[src/rtl/mc_req_master_pkg.sv]
// Shared types and constants for the mc_req_master memory-controller initiator.
package mc_pkg;

    localparam int DATA_WIDTH = 32;
    localparam int ADDR_WIDTH = 8;

    localparam logic W_R_WRITE = 1'b1;
    localparam logic W_R_READ  = 1'b0;

    typedef enum logic [1:0] {
        IDLE,
        ISSUE,
        WAIT,
        RESP
    } mc_mst_state_e;

    typedef struct packed {
        logic                  wr;
        logic [ADDR_WIDTH-1:0] addr;
        logic [DATA_WIDTH-1:0] wdata;
    } mc_cmd_t;

    function automatic logic [15:0] sat_inc16(input logic [15:0] v);
        return (v == 16'hFFFF) ? v : v + 16'd1;
    endfunction

endpackage

[src/rtl/mc_req_master_if.sv]
// Command, response and slave-side bus of mc_req_master; master is the initiator's view.
interface mc_req_master_if #(
    parameter int DATA_WIDTH = 32,
    parameter int ADDR_WIDTH = 8
) ();

    logic                  cmd_valid;
    logic                  cmd_ready;
    logic                  cmd_wr;
    logic [ADDR_WIDTH-1:0] cmd_addr;
    logic [DATA_WIDTH-1:0] cmd_wdata;

    logic                  rsp_valid;
    logic                  rsp_ready;
    logic                  rsp_wr;
    logic [DATA_WIDTH-1:0] rsp_rdata;
    logic                  rsp_err;

    logic                  en;
    logic                  w_r;
    logic [ADDR_WIDTH-1:0] wr_addr;
    logic [DATA_WIDTH-1:0] in_data;
    logic [DATA_WIDTH-1:0] data_out;
    logic                  slv_error;

    modport master (
        input  cmd_valid, cmd_wr, cmd_addr, cmd_wdata, rsp_ready, data_out, slv_error,
        output cmd_ready, rsp_valid, rsp_wr, rsp_rdata, rsp_err, en, w_r, wr_addr, in_data
    );

    modport slave (
        output cmd_valid, cmd_wr, cmd_addr, cmd_wdata, rsp_ready, data_out, slv_error,
        input  cmd_ready, rsp_valid, rsp_wr, rsp_rdata, rsp_err, en, w_r, wr_addr, in_data
    );

endinterface

[src/rtl/mc_req_master_cmd_fifo.sv]
// Synchronous command FIFO; DEPTH must be a power of two so pointers wrap naturally.
module mc_cmd_fifo
    import mc_pkg::*;
#(
    parameter type T     = mc_cmd_t,
    parameter int  DEPTH = 4,
    localparam int PTR_W = $clog2(DEPTH)
) (
    input  logic           clk,
    input  logic           reset,
    input  logic           push,
    input  logic           pop,
    input  T               wdata,
    output T               rdata,
    output logic           full,
    output logic           empty,
    output logic [PTR_W:0] count
);

    T                 mem_q [DEPTH];
    logic [PTR_W-1:0] wr_ptr_q, wr_ptr_d;
    logic [PTR_W-1:0] rd_ptr_q, rd_ptr_d;
    logic [PTR_W:0]   count_q, count_d;
    logic             do_push, do_pop;

    assign full  = (count_q == (PTR_W+1)'(DEPTH));
    assign empty = (count_q == '0);
    assign count = count_q;
    assign rdata = mem_q[rd_ptr_q];

    always_comb begin
        do_push  = push && !full;
        do_pop   = pop && !empty;
        wr_ptr_d = wr_ptr_q + PTR_W'(do_push);
        rd_ptr_d = rd_ptr_q + PTR_W'(do_pop);
        count_d  = count_q + (PTR_W+1)'(do_push) - (PTR_W+1)'(do_pop);
    end

    always_ff @(posedge clk or negedge reset) begin
        if (!reset) begin
            wr_ptr_q <= '0;
            rd_ptr_q <= '0;
            count_q  <= '0;
        end else begin
            wr_ptr_q <= wr_ptr_d;
            rd_ptr_q <= rd_ptr_d;
            count_q  <= count_d;
        end
    end

    // NOTE: storage has no reset; an entry is only read after a push has written it.
    always_ff @(posedge clk) begin
        if (do_push) mem_q[wr_ptr_q] <= wdata;
    end

endmodule

[src/rtl/mc_req_master.sv]
// Memory-controller initiator: buffers commands, issues one en pulse each, returns one response each.
// Optional MC_REQ_MASTER_STATS_EN adds saturating write/read/error response counters.
module mc_req_master
    import mc_pkg::*;
#(
    parameter int DATA_WIDTH = mc_pkg::DATA_WIDTH,
    parameter int ADDR_WIDTH = mc_pkg::ADDR_WIDTH,
    parameter int RD_LATENCY = 1,
    parameter int CMD_DEPTH  = 4
) (
    input  logic        clk,
    input  logic        reset,
`ifdef MC_REQ_MASTER_STATS_EN
    input  logic        stat_clr,
    output logic [15:0] stat_wr_cnt,
    output logic [15:0] stat_rd_cnt,
    output logic [15:0] stat_err_cnt,
`endif
    mc_req_master_if.master bus
);

    localparam int CNT_W = 4;
    localparam int CW    = $clog2(CMD_DEPTH) + 1;

    typedef struct packed {
        logic                  wr;
        logic [ADDR_WIDTH-1:0] addr;
        logic [DATA_WIDTH-1:0] wdata;
    } cmd_t;

    cmd_t          fifo_wdata, fifo_rdata;
    logic          fifo_push, fifo_pop, fifo_full, fifo_empty;
    logic [CW-1:0] fifo_count;

    mc_mst_state_e         state_q, state_d;
    logic                  txn_wr_q, txn_wr_d;
    logic [CNT_W-1:0]      wait_cnt_q, wait_cnt_d;
    logic                  cmd_ready_q, cmd_ready_d;
    logic                  en_q, en_d;
    logic                  w_r_q, w_r_d;
    logic [ADDR_WIDTH-1:0] wr_addr_q, wr_addr_d;
    logic [DATA_WIDTH-1:0] in_data_q, in_data_d;
    logic                  rsp_valid_q, rsp_valid_d;
    logic                  rsp_wr_q, rsp_wr_d;
    logic [DATA_WIDTH-1:0] rsp_rdata_q, rsp_rdata_d;
    logic                  rsp_err_q, rsp_err_d;
    logic                  rsp_hs;

    assign rsp_hs     = rsp_valid_q && bus.rsp_ready;
    assign fifo_wdata = '{wr: bus.cmd_wr, addr: bus.cmd_addr, wdata: bus.cmd_wdata};

    mc_cmd_fifo #(
        .T     (cmd_t),
        .DEPTH (CMD_DEPTH)
    ) u_cmd_fifo (
        .clk   (clk),
        .reset (reset),
        .push  (fifo_push),
        .pop   (fifo_pop),
        .wdata (fifo_wdata),
        .rdata (fifo_rdata),
        .full  (fifo_full),
        .empty (fifo_empty),
        .count (fifo_count)
    );

    // NOTE: every signal gets a default before the case so no path leaves it unassigned (no latches).
    always_comb begin
        state_d     = state_q;
        txn_wr_d    = txn_wr_q;
        wait_cnt_d  = wait_cnt_q;
        en_d        = 1'b0;
        w_r_d       = 1'b0;
        wr_addr_d   = '0;
        in_data_d   = '0;
        rsp_valid_d = rsp_valid_q;
        rsp_wr_d    = rsp_wr_q;
        rsp_rdata_d = rsp_rdata_q;
        rsp_err_d   = rsp_err_q;
        fifo_pop    = 1'b0;
        fifo_push   = bus.cmd_valid && cmd_ready_q && !fifo_full;

        unique case (state_q)
            IDLE: begin
                // Bus fields are loaded here so they appear together with en in ISSUE.
                if (!fifo_empty) begin
                    fifo_pop  = 1'b1;
                    txn_wr_d  = fifo_rdata.wr;
                    en_d      = 1'b1;
                    w_r_d     = fifo_rdata.wr ? W_R_WRITE : W_R_READ;
                    wr_addr_d = fifo_rdata.addr;
                    in_data_d = fifo_rdata.wdata;
                    state_d   = ISSUE;
                end
            end
            ISSUE: begin
                wait_cnt_d = CNT_W'(RD_LATENCY);
                state_d    = WAIT;
            end
            WAIT: begin
                wait_cnt_d = wait_cnt_q - CNT_W'(1);
                if (wait_cnt_q == CNT_W'(1)) begin
                    rsp_valid_d = 1'b1;
                    rsp_wr_d    = txn_wr_q;
                    rsp_rdata_d = txn_wr_q ? '0 : bus.data_out;
                    rsp_err_d   = bus.slv_error;
                    state_d     = RESP;
                end
            end
            RESP: begin
                if (rsp_hs) begin
                    rsp_valid_d = 1'b0;
                    rsp_wr_d    = 1'b0;
                    rsp_rdata_d = '0;
                    rsp_err_d   = 1'b0;
                    state_d     = IDLE;
                end
            end
            default: state_d = IDLE;
        endcase

        cmd_ready_d = (fifo_count + CW'(fifo_push) - CW'(fifo_pop)) != CW'(CMD_DEPTH);
    end

    // NOTE: sequential state uses non-blocking assignments only.
    always_ff @(posedge clk or negedge reset) begin
        if (!reset) begin
            state_q     <= IDLE;
            txn_wr_q    <= 1'b0;
            wait_cnt_q  <= '0;
            cmd_ready_q <= 1'b0;
            en_q        <= 1'b0;
            w_r_q       <= 1'b0;
            wr_addr_q   <= '0;
            in_data_q   <= '0;
            rsp_valid_q <= 1'b0;
            rsp_wr_q    <= 1'b0;
            rsp_rdata_q <= '0;
            rsp_err_q   <= 1'b0;
        end else begin
            state_q     <= state_d;
            txn_wr_q    <= txn_wr_d;
            wait_cnt_q  <= wait_cnt_d;
            cmd_ready_q <= cmd_ready_d;
            en_q        <= en_d;
            w_r_q       <= w_r_d;
            wr_addr_q   <= wr_addr_d;
            in_data_q   <= in_data_d;
            rsp_valid_q <= rsp_valid_d;
            rsp_wr_q    <= rsp_wr_d;
            rsp_rdata_q <= rsp_rdata_d;
            rsp_err_q   <= rsp_err_d;
        end
    end

    assign bus.cmd_ready = cmd_ready_q;
    assign bus.en        = en_q;
    assign bus.w_r       = w_r_q;
    assign bus.wr_addr   = wr_addr_q;
    assign bus.in_data   = in_data_q;
    assign bus.rsp_valid = rsp_valid_q;
    assign bus.rsp_wr    = rsp_wr_q;
    assign bus.rsp_rdata = rsp_rdata_q;
    assign bus.rsp_err   = rsp_err_q;

`ifdef MC_REQ_MASTER_STATS_EN
    logic [15:0] stat_wr_q, stat_wr_d;
    logic [15:0] stat_rd_q, stat_rd_d;
    logic [15:0] stat_err_q, stat_err_d;

    // Clear takes priority over a handshake in the same cycle.
    always_comb begin
        stat_wr_d  = stat_wr_q;
        stat_rd_d  = stat_rd_q;
        stat_err_d = stat_err_q;
        if (stat_clr) begin
            stat_wr_d  = '0;
            stat_rd_d  = '0;
            stat_err_d = '0;
        end else if (rsp_hs) begin
            if (rsp_wr_q) stat_wr_d = sat_inc16(stat_wr_q);
            else          stat_rd_d = sat_inc16(stat_rd_q);
            if (rsp_err_q) stat_err_d = sat_inc16(stat_err_q);
        end
    end

    always_ff @(posedge clk or negedge reset) begin
        if (!reset) begin
            stat_wr_q  <= '0;
            stat_rd_q  <= '0;
            stat_err_q <= '0;
        end else begin
            stat_wr_q  <= stat_wr_d;
            stat_rd_q  <= stat_rd_d;
            stat_err_q <= stat_err_d;
        end
    end

    assign stat_wr_cnt  = stat_wr_q;
    assign stat_rd_cnt  = stat_rd_q;
    assign stat_err_cnt = stat_err_q;
`else
    // Without the counters the response path is identical; rsp_hs only feeds the FSM.
`endif

endmodule

[src/flat_wrapper.sv]
// flat-port wrapper written by rule: the top's interface ports become plain ports
module mc_req_master_flat import mc_pkg::*;
#(
    parameter int DATA_WIDTH = mc_pkg::DATA_WIDTH,
    parameter int ADDR_WIDTH = mc_pkg::ADDR_WIDTH,
    parameter int RD_LATENCY = 1,
    parameter int CMD_DEPTH  = 4
)
  (clk, reset, bus_cmd_valid, bus_cmd_wr, bus_cmd_addr, bus_cmd_wdata, bus_rsp_ready, bus_data_out, bus_slv_error, bus_cmd_ready, bus_rsp_valid, bus_rsp_wr, bus_rsp_rdata, bus_rsp_err, bus_en, bus_w_r, bus_wr_addr, bus_in_data);
  mc_req_master_if #(.DATA_WIDTH(DATA_WIDTH), .ADDR_WIDTH(ADDR_WIDTH)) bus_i ();
  input  logic clk;
  input  logic reset;
  input wire logic [$bits(bus_i.cmd_valid)-1:0] bus_cmd_valid;
  input wire logic [$bits(bus_i.cmd_wr)-1:0] bus_cmd_wr;
  input wire logic [$bits(bus_i.cmd_addr)-1:0] bus_cmd_addr;
  input wire logic [$bits(bus_i.cmd_wdata)-1:0] bus_cmd_wdata;
  input wire logic [$bits(bus_i.rsp_ready)-1:0] bus_rsp_ready;
  input wire logic [$bits(bus_i.data_out)-1:0] bus_data_out;
  input wire logic [$bits(bus_i.slv_error)-1:0] bus_slv_error;
  output wire logic [$bits(bus_i.cmd_ready)-1:0] bus_cmd_ready;
  output wire logic [$bits(bus_i.rsp_valid)-1:0] bus_rsp_valid;
  output wire logic [$bits(bus_i.rsp_wr)-1:0] bus_rsp_wr;
  output wire logic [$bits(bus_i.rsp_rdata)-1:0] bus_rsp_rdata;
  output wire logic [$bits(bus_i.rsp_err)-1:0] bus_rsp_err;
  output wire logic [$bits(bus_i.en)-1:0] bus_en;
  output wire logic [$bits(bus_i.w_r)-1:0] bus_w_r;
  output wire logic [$bits(bus_i.wr_addr)-1:0] bus_wr_addr;
  output wire logic [$bits(bus_i.in_data)-1:0] bus_in_data;
  assign bus_i.cmd_valid = bus_cmd_valid;
  assign bus_i.cmd_wr = bus_cmd_wr;
  assign bus_i.cmd_addr = bus_cmd_addr;
  assign bus_i.cmd_wdata = bus_cmd_wdata;
  assign bus_i.rsp_ready = bus_rsp_ready;
  assign bus_i.data_out = bus_data_out;
  assign bus_i.slv_error = bus_slv_error;
  assign bus_cmd_ready = bus_i.cmd_ready;
  assign bus_rsp_valid = bus_i.rsp_valid;
  assign bus_rsp_wr = bus_i.rsp_wr;
  assign bus_rsp_rdata = bus_i.rsp_rdata;
  assign bus_rsp_err = bus_i.rsp_err;
  assign bus_en = bus_i.en;
  assign bus_w_r = bus_i.w_r;
  assign bus_wr_addr = bus_i.wr_addr;
  assign bus_in_data = bus_i.in_data;
  mc_req_master #(.DATA_WIDTH(DATA_WIDTH), .ADDR_WIDTH(ADDR_WIDTH), .RD_LATENCY(RD_LATENCY), .CMD_DEPTH(CMD_DEPTH)) u_core (.clk(clk), .reset(reset), .bus(bus_i));
endmodule
[config.mk]
export PLATFORM = sky130hd
export DESIGN_NAME = mc_req_master_flat
export DESIGN_NICKNAME = d
export VERILOG_FILES = /design/src/rtl/mc_req_master_pkg.sv /design/src/rtl/mc_req_master_if.sv /design/src/rtl/mc_req_master_cmd_fifo.sv /design/src/rtl/mc_req_master.sv /design/src/flat_wrapper.sv
export SDC_FILE = /design/constraint.sdc
export NUM_CORES = 1
export LEC_CHECK = 0
export BUFFER_PORTS_ARGS = -buffer_cell sky130_fd_sc_hd__buf_2
export CAP_MARGIN = 30
export CORE_ASPECT_RATIO = 0.5
export CORE_MARGIN = 10
export CORE_UTILIZATION = 58
export CTS_BUF_LIST = sky130_fd_sc_hd__clkbuf_2
export DETAILED_ROUTE_END_ITERATION = 8
export PLACE_DENSITY = 0.82
export SYNTH_ARGS = -nofsm -noshare
export SYNTH_HDL_FRONTEND = slang
export SYNTH_SLANG_ARGS = --single-unit
[constraint.sdc]
create_clock -name clk -period 5.4 [get_ports clk]
set_clock_uncertainty 0.15 [all_clocks]
set_input_delay 0.27 -clock clk [delete_from_list [all_inputs] [get_ports clk]]
set_output_delay 0.27 -clock clk [all_outputs]
set_load 0.02 [all_outputs]
==> metrics, run 1 <==
status=completed; Max transition margin=38.9%; pin count of the biggest net entering global routing=75; Tcrit/Tclk final=51.0%; Tot Pwr=6.13 mW; CTS buffer count=between 50 and 60; Core Rows=32; clock buffer depth=3; Post-CTS Setup Bufs=0; largest family of logic cells by synthesized area=multiplexers; Final GP Congestion=between 0.7 and 0.8; placed insts=between 800 and 900; Post-Syn Nets=555; Slew Limit Fails=0; Core Util, Final=75.3%; GRT Residual Overflow=0; vias per cell=roughly 5.3; Setup CP Type=reg2reg; DR pass1 iterations=4; layout cells sized above 1=42.9%; Routed WL per cell=20.7 µm; max-cap violations=0; first-pass GRT wire length=33100 µm; #FFs+latches synth=between 200 and 300; number of DRC markers in iteration 0=284; clock root buffer master=clkbuf_2; vias in the first global route=5806; sequential area share after synthesis=76.7%; CP max stage cell=dfrtp_1; share of synthesized registers carrying an async set or reset=35.9%; Cells after Synth=466; Slew @ Worst Pin=0.913 ns; worst vdd ir=about 0.24 mV; WHS=0.0684 ns; Crit Path Max Fanout=46; Post-Synth XOR/XNOR Area=0.651%; synth warn=0; RSZ-0062 raised after global routing=no; vias=5341; Crit. End Element=register; H-tree Lvls=2; final hold viol count=0; Initial Utilization=60.2%; P per Cell Area=between 500 and 600 mW/mm²; Worst Hold Class=in2reg; Final Net Count=834; critical path startpoint category=register; drt total wl=20900 µm; crit path time final=2.76 ns; multiplexer area fraction after synthesis=between 10% and 20%; post-synthesis adder-cell area fraction=1.62%; io pins=approximately 160; gr usage total=19.1%; antenna violations before repair=0; die area=0.0220 mm²; number of routed nets with antenna violations=0; syn avg cell area=20.2 µm²; Post-synth EDFFs=about 160; Post-Synth Simple-Gate Area=4.30%; largest cells by area after synthesis=edfxtp_1 (52%), dfrtp_1 (24%), mux4_2 (9.8%); CP required=5.86 ns; Yosys top cell by area=edfxtp_1; Synth Area in Compound Gates=4.72%; critical path data arrival time=3.22 ns; leakage=between 4 and 5 nW; P&R area growth vs syn=25.2%; fillers=882; r2r setup slk=2.64 ns; Fmax=between 300 and 400 MHz; Synth Flop Type=edfxtp_1; cell area after synthesis=0.00942 mm²; count of cell types in the netlist=41; Remaining DRCs=0; Port Buf Inserts=between 150 and 200; Yosys top cell area share=52.3%; CTS tree=done; final setup fails=0; DIE HEIGHT=110 µm; latest clock arrival within the worst-skew pair=between 0.7 and 0.8 ns; placed wire-length estimate=11700 µm; CTS clk-pin slew, worst paths=0.12 ns; Setup TNS=0 ns; number of cells in the finished layout apart from fillers=1006; core area=0.0157 mm²; Critical Path Max Stage Delay=0.42 ns; CTS Sinks=256; worst-path cell chain=inv_1 -> ha_1 -> nand2b_1 -> clkinv_1 -> buf_4 -> ha_1 -> inv_1 -> ha_1 -> inv_1 -> fa_1 -> xor2_1 -> nand3b_1; die width=200 µm
==> flip-flops by register name (all words and copies together) (netlist names) <==
signal                      count
u_core.bus.rsp_valid            1
u_core.bus.rsp_rdata           32
u_core.bus.w_r                  1
u_core.bus.rsp_err              1
u_core.bus.rsp_wr               1
u_core.bus.en                   1
u_core.u_cmd_fifo.mem_q       164
u_core.txn_wr_q                 1
u_core.u_cmd_fifo.wr_ptr_q      2
u_core.bus.cmd_ready            1
u_core.state_q                  2
u_core.wait_cnt_q               4
u_core.bus.in_data             32
u_core.u_cmd_fifo.count         3
u_core.u_cmd_fifo.rd_ptr_q      2
u_core.bus.wr_addr              8
==> Yosys cell counts, types with 3 or more instances <==
cell / instances
a22o_2: 28
o21ai_0: 3
mux4_2: 41
nor2b_1: 3
buf_2: 5
ha_1: 9
nand2_1: 3
and2_1: 41
buf_6: 3
edfxtp_1: 164
clkbuf_1: 7
buf_4: 6
inv_1: 14
xor2_1: 4
dfrtp_1: 92
a22o_1: 4
xnor2_1: 3
o22ai_1: 3
nor3_1: 4
==> final cells by class <==
type / count / area, µm² / area share (%)
clock inverter: 3 / 20.0 / 0.170
sequential: 256 / 7230 / 61.3
clock buffer: 90 / 450 / 3.82
antenna: 1 / 2.50 / 0.0212
timing repair buffer: 246 / 1730 / 14.7
multi-input combinational: 174 / 2020 / 17.2
inverter: 15 / 56.3 / 0.478
tap: 221 / 277 / 2.35
==> repair_timing <==
item | in CTS | in global routing
hold endpoints to repair | 292 | 12
hold buffers | 77 | 4
resized for setup | 0 | 0
==> where the power goes <==
part	internal (mW)	total, mW	switching (mW)	leakage [nW]
clock	0.428	1.13	0.699	0.380
sequential	2.62	2.94	0.323	2.70
combinational	0.956	2.06	1.10	1.90
==> through the flow <==
step           setup WS, ns  area [µm²]
3_3_place_gp           2.76       10400
6_report               2.64       11800
3_5_place_dp           2.63       10500
5_1_grt                2.45       11800
2_1_floorplan         0.965        9420
4_1_cts                2.62       11700
==> critical path: cells and delay by family (launching register included) <==
kind	cells	cell delay, ns
xor+xnor	1	0.16
simple gates	2	0.18
flops	1	0.42
fa+ha+maj	4	1.07
buf+inv	5	0.63
==> worst paths after layout <==
check / from / end / depth (start not counted)
worst max-delay path: u_core.state_q[0] / u_core.bus.cmd_ready / 12
worst min-delay path: bus_cmd_valid / u_core.u_cmd_fifo.wr_ptr_q[0] / 5
worst max register to register: u_core.state_q[0] / u_core.bus.cmd_ready / 12
worst min register to register: u_core.bus.rsp_rdata[17] / u_core.bus.rsp_rdata[17] / 1
max in group asynchronous: reset / u_core.u_cmd_fifo.rd_ptr_q[0] / 4
min in group asynchronous: reset / u_core.bus.wr_addr[1] / 4
==> cells in the final DEF, fill, tap and decap left out, types with 3 or more instances in the layout <==
| cell type | netlist | routed |
|---|---|---|
| and2_1 | 41 | 41 |
| xor2_1 | 4 | 4 |
| o21ai_0 | 3 | 3 |
| dfrtp_1 | 92 | 90 |
| xnor2_1 | 3 | 3 |
| edfxtp_1 | 164 | 164 |
| buf_2 | 5 | 154 |
| clkbuf_2 | 0 | 90 |
| nand2_1 | 3 | 3 |
| a22o_2 | 28 | 28 |
| buf_4 | 6 | 7 |
| ha_1 | 9 | 9 |
| a22o_1 | 4 | 4 |
| dlygate4sd3_1 | 0 | 81 |
| mux4_2 | 41 | 41 |
| nor2b_1 | 3 | 3 |
| inv_1 | 14 | 14 |
| nor3_1 | 4 | 3 |
| o22ai_1 | 3 | 3 |
==> logic make-up after synthesis <==
kind of cell	after synthesis
fa+ha+maj	11
mux	43
buf+inv	36
xor+xnor	7
compound gates	50
simple gates	63
flops	256
==> metal layers <==
layer,vias to the layer above,share of wire (%),track usage [%]
met5,-,0,0
met4,0,1.2,5.95
met3,22,6.4,4.66
li1,2394,-,-
met2,202,51,32.6
met1,2723,42,24.3
Note: power is estimated with default switching activity, not from simulation.
==> run 2: changes to the inputs <==
--- a/config.mk
+++ b/config.mk
@@ -5,11 +5,12 @@
 export SDC_FILE = /design/constraint.sdc
 export NUM_CORES = 1
 export LEC_CHECK = 0
+export ABC_AREA = 1
 export BUFFER_PORTS_ARGS = -buffer_cell sky130_fd_sc_hd__buf_2
 export CAP_MARGIN = 30
 export CORE_ASPECT_RATIO = 0.5
 export CORE_MARGIN = 10
-export CORE_UTILIZATION = 58
+export CORE_UTILIZATION = 59
 export CTS_BUF_LIST = sky130_fd_sc_hd__clkbuf_2
 export DETAILED_ROUTE_END_ITERATION = 8
 export PLACE_DENSITY = 0.82
==> constraint.sdc (replaced) <==
create_clock -name clk -period 2.7 [get_ports clk]
set_clock_uncertainty 0.15 [all_clocks]
set_input_delay 0.135 -clock clk [delete_from_list [all_inputs] [get_ports clk]]
set_output_delay 0.135 -clock clk [all_outputs]
set_load 0.02 [all_outputs]
==> run 2 against run 1 <==
  * Critical path depth decreased by 4
  * Clock power up 110%
  * Register-to-register slack got worse by 2.4 ns
  * Utilization up 3.7 points
  * Design area increased by 11%
  * Combinational power rose to 2.7 times the previous value
  * Final cell count up 46%
  * Flip-flop and latch count stayed put
  * Synthesized cell count rose by 85%
  * Critical path type unchanged
  * Largest cell class unchanged
  * Largest power group unchanged
  * Highest routed layer unchanged
==> metrics, run 2 <==
status=completed; io pins=156; count of cell types in the netlist=26; Yosys top cell area share=49.0%; CP startpoint=u_core.state_q[0]; R2R cell count=8; GRT Residual Overflow=0; final setup fails=0; Max transition margin=roughly two fifths; final hold viol count=0; Routed WL per cell=19.8 µm; Worst R2R Start=u_core.state_q[0]; Tcrit/Tclk final=90.1%; antenna violations before repair=3; largest cells by area after synthesis=edfxtp_1 (49%), dfrtp_1 (23%), nor2_1 (7.7%); Worst Hold Class=in2async; most numerous cell in the Yosys netlist=nor2_1; placed wire-length estimate=14100 µm; drt total wl=28900 µm; DR pass1 iterations=6; Critical Path Max Stage Delay=0.63 ns; CP required=3.23 ns; CTS clk-pin slew, worst paths=0.13 ns; vias in the first global route=8429; Cell Int Power=7.82 mW; DIE HEIGHT=112 µm; post-synthesis adder-cell area fraction=1.52%; Port Buf Inserts=155; cell family with most CP delay=buffers and inverters; Fmax=411 MHz; die width=205 µm; Remaining DRCs=0; Setup CP Type=reg2reg; pin count of the biggest net entering global routing=71; largest family of logic cells by synthesized area=simple AND/OR/NAND/NOR gates; Cells after Synth=860; H-tree Lvls=2; placed insts=1212; crit path time final=2.43 ns; Final GP Congestion=0.792; share of power burned in the clock network=17.1%; synth warn=0; Final Net Count=1281; Tot Pwr=13.7 mW; critical path startpoint category=register; Switch Pwr=5.83 mW; leakage=5.70 nW; CTS tree=done; Initial Utilization=60.7%; Yosys top cell by area=edfxtp_1; Slew @ Worst Pin=0.906 ns; layout cells sized above 1=22.8%; number of DRC markers in iteration 0=between 800 and 900; Largest register FFs=~160; Synth Area in Compound Gates=between 6 and 7%; most flop-heavy register=u_core.u_cmd_fifo.mem_q; Post-Synth XOR/XNOR Area=less than 1%; number of routed nets with antenna violations=0; Comb pwr share=41.4%; P per Cell Area=approximately 1000 mW/mm²; Crit Path Max Fanout=34; #FFs+latches synth=256; Post-CTS Setup Bufs=0; most common cell after layout, fill and taps aside=nor2_1; multiplexer area fraction after synthesis=0%; WHS=0.0599 ns; number of cells in the finished layout apart from fillers=around 1500; P&R area growth vs syn=30.1%; Crit. End Element=register; Slew Limit Fails=0; max-cap violations=0; dpl cell area=0.0110 mm²; sequential area share after synthesis=71.9%; die area=0.0230 mm²; vias per cell=5.68; core area=between 0.015 and 0.02 mm²; Post-synth EDFFs=164; first-pass GRT wire length=45500 µm; Core Rows=33; worst vdd ir=0.534 mV; CP max stage cell=dlygate4sd3_1; clock root buffer master=clkbuf_2; CP bufs+invs=4; syn avg cell area=11.7 µm²; critical path data arrival time=2.96 ns; Post-Syn Nets=949; switch share=42.7%; vias=8315; share of synthesized registers carrying an async set or reset=about 36%; Synth Flop Type=edfxtp_1; clock buffer depth=3; part of the power in registers=about 42%; most frequent cells in the layout=nor2_1 (205), edfxtp_1 (164), buf_2 (154), dlygate4sd3_1 (152), nand2_1 (130); RSZ-0062 raised after global routing=no; cell area after synthesis=just over 0.01 mm²; worst-path cell chain=inv_1 -> ha_1 -> inv_1 -> nand2_2 -> buf_4 -> nand4_1 -> dlygate4sd3_1 -> nand2_1; CTS Sinks=256; latest clock arrival within the worst-skew pair=0.81 ns; Most common cell on crit path=inv_1; r2r setup slk=0.27 ns; top cells by count, synth=nor2_1 (205), edfxtp_1 (164), nand2_1 (131), dfrtp_1 (92), o21ai_0 (81); gr usage total=24.6%; cell area after layout=0.0131 mm²; CTS buffer count=52; critical path depth in cells=8; Post-Synth Simple-Gate Area=15.9%
==> run 2: tightest hold or removal path, stage by stage <==
cell,delay (ns)
dlygate4sd3_1,0.52
dlygate4sd3_1,0.54
buf_4,0.16
==> run 2: power groups by stage <==
stage,clock [mW],sequential [mW],combinational (mW)
floorplan,0,6.04,3.18
global placement,0,5.64,4.74
detailed placement,0,5.68,4.95
CTS,2.31,5.59,5.35
global route,2.56,5.73,6.14
finish,2.33,5.67,5.66
==> run 2: logic make-up (layout without fill, tap and decap cells) <==
group                    after synthesis  in the layout
buffers and inverters                 75            450
adder cells (fa/ha/maj)               11             11
XOR/XNOR                               3              3
flip-flops                           256            256
AND/OR/NAND/NOR                      389            389
other                                  0              3
AO/OA/AOI/OAI                        126            126
==> run 2: layout make-up <==
type	instances	area, µm²
Inverter	23	90.1
Clock buffer	82	410
Clock inverter	15	68.8
Timing Repair Buffer	330	2530
Tap cell	227	284
Antenna cell	3	7.51
Multi-Input combinational cell	529	2460
Fill cell	850	3480
Sequential cell	256	7230
==> run 2: stage by stage <==
stage	TNS, ns	util [%]	setup slack [ns]
floorplan	-43.11	-	-0.263
global placement	0	66.7	0.507
detailed placement	0	66.7	0.374
CTS	0	78.8	0.347
global route	0	79.0	0.137
finish	0	79.0	0.268
==> run 2: timing repair <==
action / in CTS / in global routing
hold buffers: 152 / 0
endpoints found under the setup margin: 0 / 4
hold endpoints to repair: 305 / 0
gates resized for setup: 0 / 1
==> run 2: metal layers <==
layer / part of all wire [%] / GRT usage [%]
met1: 38 / 30.6
met2: 49 / 41.0
met3: 11 / 6.00
met4: 2.8 / 9.37
met5: 0 / 0
==> run 2: worst paths after layout <==
check / to
min in group clk: u_core.state_q[0]
worst max register to register: u_core.bus.rsp_rdata[12]
worst min-delay path: u_core.bus.rsp_rdata[0]
max in group asynchronous: u_core.bus.in_data[29]
worst max-delay path: u_core.bus.rsp_rdata[12]
worst min register to register: u_core.bus.rsp_rdata[7]
==> run 3: changes to the inputs <==
--- a/config.mk
+++ b/config.mk
@@ -10,10 +10,10 @@
 export CAP_MARGIN = 30
 export CORE_ASPECT_RATIO = 0.5
 export CORE_MARGIN = 10
-export CORE_UTILIZATION = 59
+export CORE_UTILIZATION = 45
 export CTS_BUF_LIST = sky130_fd_sc_hd__clkbuf_2
 export DETAILED_ROUTE_END_ITERATION = 8
-export PLACE_DENSITY = 0.82
+export PLACE_DENSITY = 0.66
 export SYNTH_ARGS = -nofsm -noshare
 export SYNTH_HDL_FRONTEND = slang
 export SYNTH_SLANG_ARGS = --single-unit
==> run 3 against run 2 <==
  * Via count shrank 7.7%
  * Flip-flop and latch count is the same
  * Clock-buffer cell count grew 4
==> metrics, run 3 (synthesized netlist as in run 2, its figures left out) <==
status=completed; DR pass1 iterations=5; R2R cell count=7; CTS clk-pin slew, worst paths=0.12 ns; cell area after layout=around 0.013 mm²; Tot Pwr=around 13 mW; Port Buf Inserts=155; crit path time final=2.36 ns; clock root buffer master=clkbuf_2; io pins=156; DIE HEIGHT=126 µm; Post-CTS Setup Bufs=0; CP startpoint=u_core.state_q[0]; leakage=5.84 nW; Core Rows=38; r2r setup slk=0.34 ns; CP required=about 3.3 ns; die area=0.0291 mm²; worst vdd ir=0.557 mV; Crit. End Element=register; Core Util, Final=61.6%; end of the critical path=u_core.bus.rsp_rdata[16]; H-tree Lvls=2; Remaining DRCs=0; capturing point of the worst reg2reg path=u_core.bus.rsp_rdata[16]; Fmax=424 MHz; final hold viol count=0; critical path data arrival time=between 2 and 3 ns; Final WS setup=0.340 ns; Largest register FFs=between 150 and 200; number of routed nets with antenna violations=0; cell family with most CP delay=buffers and inverters; GRT Residual Overflow=0; pin count of the biggest net entering global routing=84; Final Net Count=1310; CTS tree=done; vias in the first global route=7846; Max transition margin=between 30% and 40%; Setup TNS=0 ns; placed wire-length estimate=14200 µm; worst-path cell chain=inv_1 -> ha_1 -> nand2_2 -> buf_4 -> nand4_1 -> dlygate4sd3_1 -> nand2_1; most flop-heavy register=u_core.u_cmd_fifo.mem_q; Setup CP Type=reg2reg; CTS buffer count=55; most common cell after layout, fill and taps aside=nor2_1; vias per cell=4.89; critical path depth in cells=7; Critical Path Max Stage Delay=0.61 ns; Final GP Congestion=0.781; Worst Hold Class=in2async; CP max stage cell=dlygate4sd3_1; drt total wl=26200 µm; dpl cell area=0.0111 mm²; vias=7676; clock buffer depth=3; Worst R2R Start=u_core.state_q[0]; first-pass GRT wire length=41800 µm; antenna violations before repair=2; final setup fails=0; max-cap violations=0; RSZ-0062 raised after global routing=no; latest clock arrival within the worst-skew pair=0.83 ns; P&R area growth vs syn=33.6%; WHS=roughly 0.32 ns; CP bufs+invs=3; placed insts=1289; die width=231 µm; Crit Path Max Fanout=27; core area=0.0218 mm²; layout cells sized above 1=23.0%; critical path startpoint category=register; Slew @ Worst Pin=0.924 ns; Slew Limit Fails=0; CTS Sinks=256; P per Cell Area=997 mW/mm²; Post-CTS Resized=0; Initial Utilization=between 40 and 50%; gr usage total=17.8%; number of DRC markers in iteration 0=between 500 and 600; Placement Setup Slack=approximately 0.43 ns; Routed WL per cell=around 17 µm; number of cells in the finished layout apart from fillers=1569; most frequent cells in the layout=nor2_1 (205), dlygate4sd3_1 (174), edfxtp_1 (164), buf_2 (154), nand2_1 (130); Tcrit/Tclk final=87.4%
run 3: cell count changes in the layout (fill, tap and decap cells not counted), moves of 3 or more:
| cell | before | now |
|---|---|---|
| buf_4 | 20 | 27 |
| clkbuf_2 | 82 | 86 |
| dlygate4sd3_1 | 152 | 174 |
| buf_12 | 3 | 0 |
run 3: timing repair:
action / 4_1_cts / 5_1_grt
hold buffers: 175 / 0
setup endpoints to repair: 0 / 0
endpoints found under the hold margin: 298 / 0
run 3: final cells by class:
class                           count  area (µm²)
Clock buffer                       86         430
Fill cell                        1701        8390
Antenna cell                        2        5.00
Clock inverter                     17         104
Timing Repair Buffer              356        2740
Inverter                           23        86.3
Sequential cell                   256        7230
Tap cell                          300         375
Multi-Input combinational cell    529        2460
run 3: power breakdown:
group	total, mW	switching, mW	internal, mW
sequential	5.55	0.349	5.20
clock	2.44	1.48	0.955
combinational	5.41	3.60	1.81
total	13.4	5.44	7.96
run 3: routing by layer:
| metal | track usage, % | part of all wire (%) |
|---|---|---|
| met4 | 5.65 | 1.7 |
| met1 | 20.8 | 40 |
| met3 | 4.89 | 7.1 |
| met2 | 31.3 | 51 |
| met5 | 0 | 0 |
run 3: tightest hold or removal path: stages:
cell           delay, ns
dlygate4sd3_1       0.51
dlygate4sd3_1       0.58
buf_4               0.21
buf_4               0.23
run 3: how the worst min path moves through the flow:
stage	endpoint	cells past startpoint
after global routing	u_core.bus.in_data[23]	4
after global placement	u_core.bus.in_data[29]	1
final	u_core.bus.in_data[28]	4
after detailed placement	u_core.bus.in_data[27]	1
after CTS	u_core.bus.in_data[28]	4
after floorplan	u_core.bus.cmd_ready	0
